## src/rtl/fetch_unit.sv

```systemverilog
// Instruction fetch stage: owns the PC, runs the iREN/ihit handshake and holds the fetched word.
// Optional build macro FETCH_PERFCNT_EN adds the fetch_count/stall_count performance counters.
module fetch_unit #(
  parameter logic [31:0] PC_RESET = 32'h0000_0000
) (
  input  logic        CLK,
  input  logic        nRST,
  output logic        iREN,
  output logic [31:0] iaddr,
  input  logic        ihit,
  input  logic [31:0] iload,
  output logic [31:0] instr,
  output logic        instr_valid,
  output logic [31:0] pc,
  output logic [31:0] npc,
  input  logic        advance,
  input  logic        redirect,
  input  logic [31:0] redirect_pc,
  input  logic        halt,
  output logic        halted
`ifdef FETCH_PERFCNT_EN
  ,
  output logic [31:0] fetch_count,
  output logic [31:0] stall_count
`endif
);

  typedef enum logic [1:0] {
    S_RESET  = 2'd0,
    S_FETCH  = 2'd1,
    S_VALID  = 2'd2,
    S_HALTED = 2'd3
  } state_t;

  state_t state;

  // Instruction targets are word aligned; the low two address bits are dropped.
  function automatic logic [31:0] align_pc(input logic [31:0] target);
    align_pc = target & 32'hFFFF_FFFC;
  endfunction

  assign iaddr = pc;
  assign npc   = pc + 32'd4;

  always_ff @(posedge CLK or negedge nRST) begin
    if (!nRST) begin
      state       <= S_RESET;
      pc          <= PC_RESET;
      instr       <= 32'h0;
      iREN        <= 1'b0;
      instr_valid <= 1'b0;
      halted      <= 1'b0;
    end else begin
      case (state)
        S_RESET: begin
          state <= S_FETCH;
          iREN  <= 1'b1;
        end
        S_FETCH: begin
          if (ihit) begin
            instr       <= iload;
            state       <= S_VALID;
            iREN        <= 1'b0;
            instr_valid <= 1'b1;
          end
        end
        S_VALID: begin
          if (advance) begin
            instr_valid <= 1'b0;
            // Halt takes priority over any redirect on the same retiring instruction.
            if (halt) begin
              state  <= S_HALTED;
              halted <= 1'b1;
            end else begin
              pc    <= redirect ? align_pc(redirect_pc) : npc;
              state <= S_FETCH;
              iREN  <= 1'b1;
            end
          end
        end
        S_HALTED: begin
          state <= S_HALTED;
        end
        default: begin
          state <= S_RESET;
        end
      endcase
    end
  end

`ifdef FETCH_PERFCNT_EN
  // Counters only move in FETCH, so they freeze automatically once halted.
  always_ff @(posedge CLK or negedge nRST) begin
    if (!nRST) begin
      fetch_count <= 32'h0;
      stall_count <= 32'h0;
    end else if (state == S_FETCH) begin
      if (ihit) fetch_count <= fetch_count + 32'd1;
      else      stall_count <= stall_count + 32'd1;
    end
  end
`endif

endmodule

```

## config.mk

```make
export PLATFORM = sky130hd
export DESIGN_NAME = fetch_unit
export DESIGN_NICKNAME = d
export VERILOG_FILES = /design/src/rtl/fetch_unit.sv
export SDC_FILE = /design/constraint.sdc
export NUM_CORES = 1
export LEC_CHECK = 0
export ABC_AREA = 1
export CAP_MARGIN = 20
export CORE_MARGIN = 4
export CORE_UTILIZATION = 41
export DETAILED_ROUTE_END_ITERATION = 8
export PLACE_DENSITY = 0.82
export SYNTH_ARGS = -nofsm -noshare
export SYNTH_HDL_FRONTEND = slang
export SYNTH_SLANG_ARGS = --single-unit
```

## constraint.sdc

```tcl
create_clock -name CLK -period 1.8 [get_ports CLK]
set_clock_uncertainty 0.15 [all_clocks]
set_input_delay 0.18 -clock CLK [delete_from_list [all_inputs] [get_ports CLK]]
set_output_delay 0.18 -clock CLK [all_outputs]
set_load 0.05 [all_outputs]
```

==> Word-level counts from Yosys, hierarchy flattened <==
Index checks and enable logic that the tools add are counted.
{ "classes": {"n_bitwise": 1, "n_reduce_logical": 9, "eq_ne": 6, "mux": 12, "n_addsub": 1} }
{ "ops": {"columns": ["op", "n"], "rows": [
  ["32-bit by 3-bit adder with 32-bit output (second input constant)", 1],
  ["32-bit two-way mux", 1],
  ["3-bit AND reduction", 3],
  ["2-bit case mux with 4 select lines", 1],
  ["2-bit two-way mux", 3],
  ["2-bit != test (second input constant)", 3],
  ["1-bit two-way mux", 5],
  ["2-bit == test (second input constant)", 2],
  ["2-bit AND reduction", 2],
  ["4-bit AND reduction", 1],
  ["1-bit case mux with 3 select lines", 1],
  ["3-bit nonzero test", 1],
  ["2-bit by 1-bit == test with 1-bit output (second input constant)", 1],
  ["2-bit logical NOT", 1],
  ["1-bit case mux with 2 select lines", 1],
  ["2-bit nonzero test", 1],
  ["1-bit inverter", 1]
]} }
{ "word_totals": {"word_cells": 35, "reg_bits": 69, "input_bits": 70} }

==> Depth between registers and ports, before layout <==
Gate-level depths: netlist (run 1).
{ "logic_depth": {"word_depth": 3, "depth_mapped": 10, "depth_no_buf": 10} }

==> Worst setup path before layout (run 1) <==
Ideal clock, no wire load.
{ "synth_timing": {"path_kind": "register to register", "start": "reg pc[2] (netlist: iaddr[2])", "end": "reg pc[7] (netlist: iaddr[7])", "arrival_time_ps": 2421, "setup_ps": 83, "synth_period_minus_slack_ps": 2655, "path_buffers": 0, "path_stages_with_launch": 7, "setup_slack_ps": -855, "required_time_ps": 1567, "path_cell_list": "dfrtp_1 inv_1 nor2_4 nand2_2 xor2_1 nor2_1 o22ai_1"} }
{ "synth_via": {"elab_chain_cells": 2} }
{ "synth_lines": {"columns": ["item", "line_no", "source"], "rows": [
  ["from (decl)", "14", "output logic [31:0] pc,"],
  ["from (signal assigned)", "75", "pc <= redirect ? align_pc(redirect_pc) : npc;"],
  ["32-bit by 3-bit adder with 32-bit output", "43", "assign npc = pc + 32'd4;"],
  ["named net npc[7]", "15", "output logic [31:0] npc,"],
  ["32-bit two-way mux", "75", null]
]} }
The timed path passes the listed nets, and every way through them passes these cells.
A chain may end at the register's enable or synchronous reset.

==> Final worst setup path (run 1) <==
{ "layout_timing": {"start": "reg pc[12] (netlist: iaddr[12])", "end": "out npc[24]"} }
{ "layout_via": {"elab_chain_cells": 1} }
{ "layout_lines": {"columns": ["item", "line_no"], "rows": [
  ["32-bit by 3-bit adder with 32-bit output", "43"],
  ["to (decl)", "15"]
]} }
No other way between the ends.

==> metrics.txt, run 1 <==
main flop type after synthesis=dfrtp_1; Setup crit end kind=output port; via count=4501; Critical Path Source Type=flop; fin crit period=2.222 ns; Final GP Congestion=0.9086; Remaining DRCs=0; Syn Area/Cell=6.849 um2; number of H-tree levels=3; Via density=4.788; Initial Util=0.4290; register area=1679 um2; top-area cell type share of the netlist area=0.4171; number of library cell types mapped by synthesis=28; worst setup margin=-0.4217 ns; worst min-delay path class=in -> reg; DRT Pass-1 Iters=5; dpl cell area=6501 um2; top post-synthesis cells by area=dfrtp_1 (42%), nand2_1 (23%), buf_4 (6.9%); Setup Total Neg Slack=-8.971 ns; initial antenna violation count=0; Post-synth EDFFs=0; Place WS=-0.05656 ns; post-route non-filler standard cell count=940; Die Area=11450 um2; Detailed Route WL=13820 um; Yosys top cell by area=dfrtp_1; # setup viols final=30; type of the worst setup path=reg -> out; IO buf count=192; Post-Syn Area=4020 um2; Ports=201; failing checks=setup timing; design area=7096 um2; WP data required=1.47 ns; placed cells=904; Final Max Slew Viols=0; commonest non-fill, non-tap cell in the layout=nand2_1; asr flop ratio synth=1.000; clk buf depth=2; Final nets=877; highest clock rate=450.1 MHz; first-pass GRT wire length=21750 um; antenna cells=0; CTS Buf Count=9; final hold violations=0; # Max-Cap Violations=0; layout cells sized above 1=0.3773; die height=107.0 um; period utilisation layout=1.234; Wirelength per Cell=14.70 um; CTS tree=built; HPWL Detailed=10180 um; pin count of the biggest net entering global routing=68; clk slew on worst S/H paths=0.08 ns; clock tree root driver cell=clkbuf_8; status=complete, but fails checks; Die Wd=107.0 um; Syn Inst Count=587; Multi-input gate area=2313 um2; area grow syn2layout=76.50%; DR iter-0 viols=195; commonest non-fill, non-tap cells in the layout=nand2_1 (206), buf_4 (149), clkdlybuf4s50_1 (66), dfrtp_1 (65), nor2_1 (64); Num Clock Sinks=67; RSZ-0062 raised after global routing=yes; largest fanout on the critical path=4; GRT Overall Usage=0.2363; worst path arrival time=1.89 ns; post-synthesis sequential element count=67; sequential cell area fraction in the yosys report=0.4171; core footprint=9371 um2; fill cell count=683; row count=35; global route overflow=0; DRT antenna net count=0; synth warn=0; vias in the first global route=4467; Worst-Skew Late Latency=0.35 ns
==> worst max-delay path, cell delays in order, from the launching register on <==
cell,delay (ns)
dfrtp_1,0.45
buf_4,0.15
nand2_1,0.10
nor2_2,0.17
nand2_1,0.13
nor2_4,0.17
nand2_1,0.09
nand2_2,0.09
nand2_4,0.06
buf_12,0.14
==> metrics by stage <==
| step | util | hold slack [ns] |
|---|---|---|
| 4_1_cts | 0.7385 | 0.1951 |
| 2_1_floorplan | - | -0.2656 |
| 6_report | 0.7571 | 0.2069 |
| 3_5_place_dp | 0.6937 | 0.08816 |
| 5_1_grt | 0.7571 | 0.1996 |
| 3_3_place_gp | 0.6937 | 0.07828 |
==> logic make-up (layout without fill, tap and decap cells) <==
kind of cell | after synthesis | count (layout) | synth area share
adder cells (fa/ha/maj) | 1 | 1 | 0.003112
flip-flops | 67 | 67 | 0.4171
XOR/XNOR | 7 | 7 | 0.01525
AO/OA/AOI/OAI | 45 | 45 | 0.06132
buffers and inverters | 97 | 316 | 0.1270
AND/OR/NAND/NOR | 369 | 369 | 0.3753
other | 1 | 6 | 0.0009328
==> cell type report <==
class,instances,share of cell area
clock buffer,9,0.01746
clock inverter,7,0.01411
multi-input combinational,428,0.3260
timing repair buffer,256,0.3592
tap,129,0.02275
inverter,44,0.02381
sequential,67,0.2366
==> worst paths after layout <==
path                            from   endpoint  slack [ns]  depth (start not counted)
setup / recovery           iaddr[12]    npc[24]       -0.42                          9
hold / removal             iload[10]  instr[10]        0.21                          3
setup reg to reg           iaddr[12]  iaddr[23]       -0.09                         11
hold reg to reg            instr[27]  instr[27]        0.34                          2
max in group asynchronous       nRST  instr[12]        0.93                          3
min in group asynchronous       nRST   iaddr[9]        0.23                          3
==> cell usage after synthesis, drive strengths merged (2+ instances only) <==
master and number:
a21oi 21, and2 2, buf 44, clkbuf 9, dfrtp 67, inv 43
nand2 255, nand3 25, nand3b 2, nor2 84, o21ai 16, o22ai 5
xnor2 2, xor2 5
==> state kept, by name (all words and copies together), names as in the netlist <==
register     flops
iREN             1
iaddr           30
instr           32
instr_valid      1
halted           1
state            2
==> timing repair <==
item | in CTS | in global routing
endpoints found under the setup margin | 28 | 47
pin swaps | 8 | 9
endpoints found under the hold margin | 67 | 0
buffers inserted | 10 | 9
gates resized for setup | 24 | 31
hold buffers | 1 | 0
==> layer usage <==
metal,vias to the layer above,GRT usage,share of wire
li1,2193,-,-
met1,2071,0.2786,0.37
met5,-,0,0
met4,0,0.07397,0.019
met2,214,0.4088,0.51
met3,23,0.07405,0.10
Power of run 1 is left out: the tool's default activity adds up to more than one toggle a clock period on the data nets, which glitch-free logic cannot reach.
==> run 2: changes to the inputs <==
CORE_UTILIZATION = 30   (was 41)
CTS_CLUSTER_SIZE = 30   (was not set)
PLACE_DENSITY = not set   (was 0.82)
==> metrics.txt, run 2 (synthesized netlist as in run 1, its figures left out) <==
status=complete, but fails checks; first-pass GRT wire length=21870 um (+0.54%); Final GP Congestion=0.8529 (-6.1%); worst setup margin=-0.3803 ns (+0.04135 ns); CTS Buf Count=9 (unchanged); max FFs per register=32 (unchanged); row count=42 (+20%); DRT antenna net count=0 (unchanged); worst r2r dst=iaddr[25]; commonest non-fill, non-tap cell in the layout=nand2_1; worst min-delay path class=in -> reg; Worst-Skew Late Latency=0.34 ns (about the same); hold_ws=0.2240 ns (+0.01705 ns); Final Max Slew Viols=0 (unchanged); Multi-input gate area=2377 um2 (+2.8%); type of the worst setup path=reg -> out; initial antenna violation count=0 (unchanged); commonest non-fill, non-tap cells in the layout=nand2_1 (201), buf_4 (153), clkdlybuf4s50_1 (66), dfrtp_1 (64), nor2_1 (63); RSZ-0062 raised after global routing=yes; register area=1680 um2 (about the same); number of H-tree levels=3 (unchanged); failing checks=setup timing; antenna cells=0 (unchanged); WP data required=1.47 ns (about the same); layout cells sized above 1=0.4019 (+0.02463); Most flops, register=instr; HPWL Detailed=10450 um (+2.6%); Place WS=-0.09649 ns (-0.03993 ns); clock tree root driver cell=clkbuf_16; CTS tree=built; global route overflow=0 (unchanged); Final nets=892 (+1.7%); post-route non-filler standard cell count=1002 (+6.6%); FF-to-FF setup slack=-0.10 ns (about the same); Die Area=15320 um2 (+34%); Setup crit end kind=output port; Ports=201 (unchanged); die height=123.8 um (+16%); clk slew on worst S/H paths=0.06 ns (-0.02 ns); pin count of the biggest net entering global routing=68 (unchanged); IO buf count=192 (unchanged); CP startpoint=iaddr[2]; DR iter-0 viols=132 (-32%); Wirelength per Cell=14.07 um (-4.3%); cell depth of the worst flop-to-flop path=12 (+1); area grow syn2layout=85.84%; # setup viols final=33 (+10%); # Max-Cap Violations=0 (unchanged); DRT Pass-1 Iters=4 (-1); Initial Util=0.3048 (-0.1242); clk buf depth=2 (unchanged); worst path arrival time=1.85 ns (-0.04 ns); Num Clock Sinks=67 (unchanged); final hold violations=0 (unchanged); R2R Path Start=iaddr[2]; placed cells=961 (+6.3%); largest fanout on the critical path=5 (+1); Detailed Route WL=14100 um (+2.0%); period utilisation layout=1.211 (-0.02297); Hold Startpoint=iload[18]; vias in the first global route=4568 (+2.3%); Die Wd=123.8 um (+16%); fin crit period=2.180 ns (-0.04135 ns); worst setup path endpoint=npc[27]; Remaining DRCs=0 (unchanged); GRT Overall Usage=0.1830 (-0.05329); Via density=4.492 (-6.2%); Critical Path Source Type=flop; core footprint=13190 um2 (+41%); via count=4501 (unchanged); highest clock rate=458.7 MHz (+1.9%); fill cell count=1191 (+74%)
[run 2: changes by cell type in the layout (fill, tap and decap cells not counted), sizes merged]
cell	change
clkinv	+1
clkbuf	+1
bufinv	-1
clkinvlp	+1
buf	+15
inv	-2
[run 2: repair_timing]
item                                    CTS  global route
buffers inserted                          9            17
endpoints found under the setup margin   29            42
hold buffers                              1             0
cloned                                    0             0
endpoints found under the hold margin    67             0
pin swaps                                13            30
resized for setup                        35            45
[run 2: how the worst min path moves through the flow]
stage | end | slack (ns) | cells after the start
after global placement | instr[7] | 0.09 | 2
after global routing | instr[14] | 0.22 | 3
final | instr[18] | 0.22 | 3
after detailed placement | instr[6] | 0.1 | 2
after floorplan | halted | -0.27 | 0
after CTS | instr[14] | 0.21 | 3
[run 2: cell type report]
cell class              count  area share
well taps                 176     0.02948
flip-flops and latches     67      0.2249
clock inverters             6    0.008709
repair buffers            271      0.3641
multi-input cells         428      0.3182
inverters                  44     0.02261
clock buffers              10     0.03199
[run 2: layer usage]
metal  GRT usage  routed length (um)  vias up  part of all wire
li1            -                   -     2225                 -
met4     0.07751                 263        0             0.019
met1      0.2154                5507     2105              0.39
met3     0.05949                1196       20             0.085
met2      0.3058                7133      151              0.51
met5           0                   0        -                 0
[run 2: worst max-delay path: stages, from the launching register on]
cell        delay, ns
dfrtp_2          0.39
buf_6            0.12
clkinvlp_4       0.09
nor2_4           0.18
nand2_4          0.13
nor2_4           0.20
nand2_2          0.09
nand2_4          0.09
nand2_4          0.06
buf_12           0.14
[run 2: metrics by stage]
step | area (um2) | setup TNS [ns] | util
CTS | 7189 | -8.159 | 0.5451
global placement | 6660 | -0.08048 | 0.5049
detailed placement | 6660 | -0.1502 | 0.5049
finish | 7471 | -8.434 | 0.5664
global route | 7471 | -11.94 | 0.5664
floorplan | 4300 | -9.659 | -
Power of run 2 is left out for the same reason.
==> run 3: changes to the inputs <==
CORE_MARGIN = not set   (was 4)
PLACE_DENSITY = 0.63   (was not set)
==> metrics.txt, run 3 (synthesized netlist as in run 1, its figures left out) <==
Remaining DRCs=0 (unchanged); Critical Path Source Type=flop; antenna cells=0 (unchanged); via count=4428 (-1.6%); Most flops, register=instr; core footprint=12820 um2 (-2.8%); worst path arrival time=1.85 ns (about the same); global route overflow=0 (unchanged); Die Wd=117.8 um (-4.8%); CTS Buf Count=9 (unchanged); Initial Util=0.3135 (+0.008683); WP data required=1.47 ns (about the same); DRT Pass-1 Iters=5 (+1); pin count of the biggest net entering global routing=43 (-37%); DRT antenna net count=0 (unchanged); status=complete, but fails checks; vias in the first global route=4489 (-1.7%); Setup crit end kind=output port; # setup viols final=31 (-6.1%); HPWL Detailed=10070 um (-3.6%); commonest non-fill, non-tap cells in the layout=nand2_1 (208), buf_4 (146), nor2_1 (68), clkdlybuf4s50_1 (66), dfrtp_1 (64); die height=117.8 um (-4.8%); row count=41 (-2.4%); IO buf count=192 (unchanged); largest fanout on the critical path=7 (+2); fin crit period=2.179 ns (-0.001476 ns); Final GP Congestion=0.8698 (+2.0%); Wirelength per Cell=13.66 um (-2.9%); Worst-Skew Late Latency=0.34 ns (about the same); CTS tree=built; area grow syn2layout=80.14%; number of H-tree levels=3 (unchanged); worst min-delay path class=in -> async; post-route non-filler standard cell count=986 (-1.6%); period utilisation layout=1.210 (about the same); placed cells=952 (-0.94%); clk slew on worst S/H paths=0.05 ns (about the same); # Max-Cap Violations=0 (unchanged); clk buf depth=2 (unchanged); GRT Overall Usage=0.2010 (+0.01805); RSZ-0062 raised after global routing=yes; max FFs per register=32 (unchanged); final hold violations=0 (unchanged); type of the worst setup path=reg -> out; Die Area=13870 um2 (-9.5%); Final nets=880 (-1.3%); highest clock rate=459.0 MHz (about the same); commonest non-fill, non-tap cell in the layout=nand2_1; Ports=201 (unchanged); first-pass GRT wire length=22090 um (+1.0%); Final Max Slew Viols=0 (unchanged); DR iter-0 viols=160 (+21%); clock tree root driver cell=clkbuf_16; Via density=4.491 (about the same); worst setup margin=-0.3788 ns (+0.001476 ns); Detailed Route WL=13470 um (-4.5%); failing checks=setup timing; initial antenna violation count=0 (unchanged); Num Clock Sinks=67 (unchanged); layout cells sized above 1=0.3661 (-0.03584)
==> run 3: cell count changes in the layout (fill, tap and decap cells not counted), sizes merged <==
cell,previous run,this run
clkinv,5,4
bufinv,1,0
clkbuf,10,12
buf,204,192
==> run 3: area by class of cell <==
class	instances	area (um2)
inverters	44	168.9
multi-input cells	428	2296
clock buffers	12	246.5
clock inverters	4	26.28
flip-flops and latches	67	1680
repair buffers	259	2609
fillers	1160	5583
well taps	172	215.2
==> run 3: what timing repair did <==
item,in CTS,in global routing
hold endpoints to repair,33,0
pin swaps,14,20
hold buffers,1,0
setup endpoints to repair,28,41
gates resized for setup,32,21
gates cloned,0,0
buffers inserted,11,6
==> run 3: routing by layer <==
layer  GRT usage  vias to the layer above  routed length (um)
li1            -                     2202                   -
met1      0.2247                     2055                5398
met2      0.3515                      152                6817
met3     0.06589                       19                 957
met4     0.07853                        0                 296
met5           0                        -                   0
==> run 3: worst max-delay path, stage by stage (launching register included) <==
cell and delay (ns):
dfrtp_2 0.37, ha_1 0.19, nand2_2 0.08, nor2_4 0.15, nand2_4 0.13, buf_4 0.17, buf_6 0.11, xor2_4 0.16
buf_12 0.15
==> run 3: path summary, 6_finish.rpt <==
path / start / end / slack, ns / cells after the start
max: iaddr[2] / npc[10] / -0.38 / 8
min: nRST / instr[20] / 0.17 / 2
max reg2reg: iaddr[2] / iaddr[10] / -0.10 / 10
min reg2reg: halted / halted / 0.32 / 1
max in group asynchronous: nRST / iaddr[3] / 0.75 / 3
min in group CLK: iload[7] / instr[7] / 0.22 / 3
==> run 3: stage by stage <==
stage	setup TNS (ns)	hold slack [ns]	setup slack [ns]	util	cell area, um2
after floorplan	-9.659	-0.2656	-0.2826	-	4300
after global placement	-0.09698	-0.002049	-0.09450	0.5152	6608
after detailed placement	-0.1562	0.005697	-0.08215	0.5152	6608
after CTS	-8.248	0.1802	-0.3719	0.5549	7117
after global routing	-11.31	0.2030	-0.4581	0.5647	7242
final	-8.039	0.1696	-0.3788	0.5647	7242
Power of run 3 is left out for the same reason.
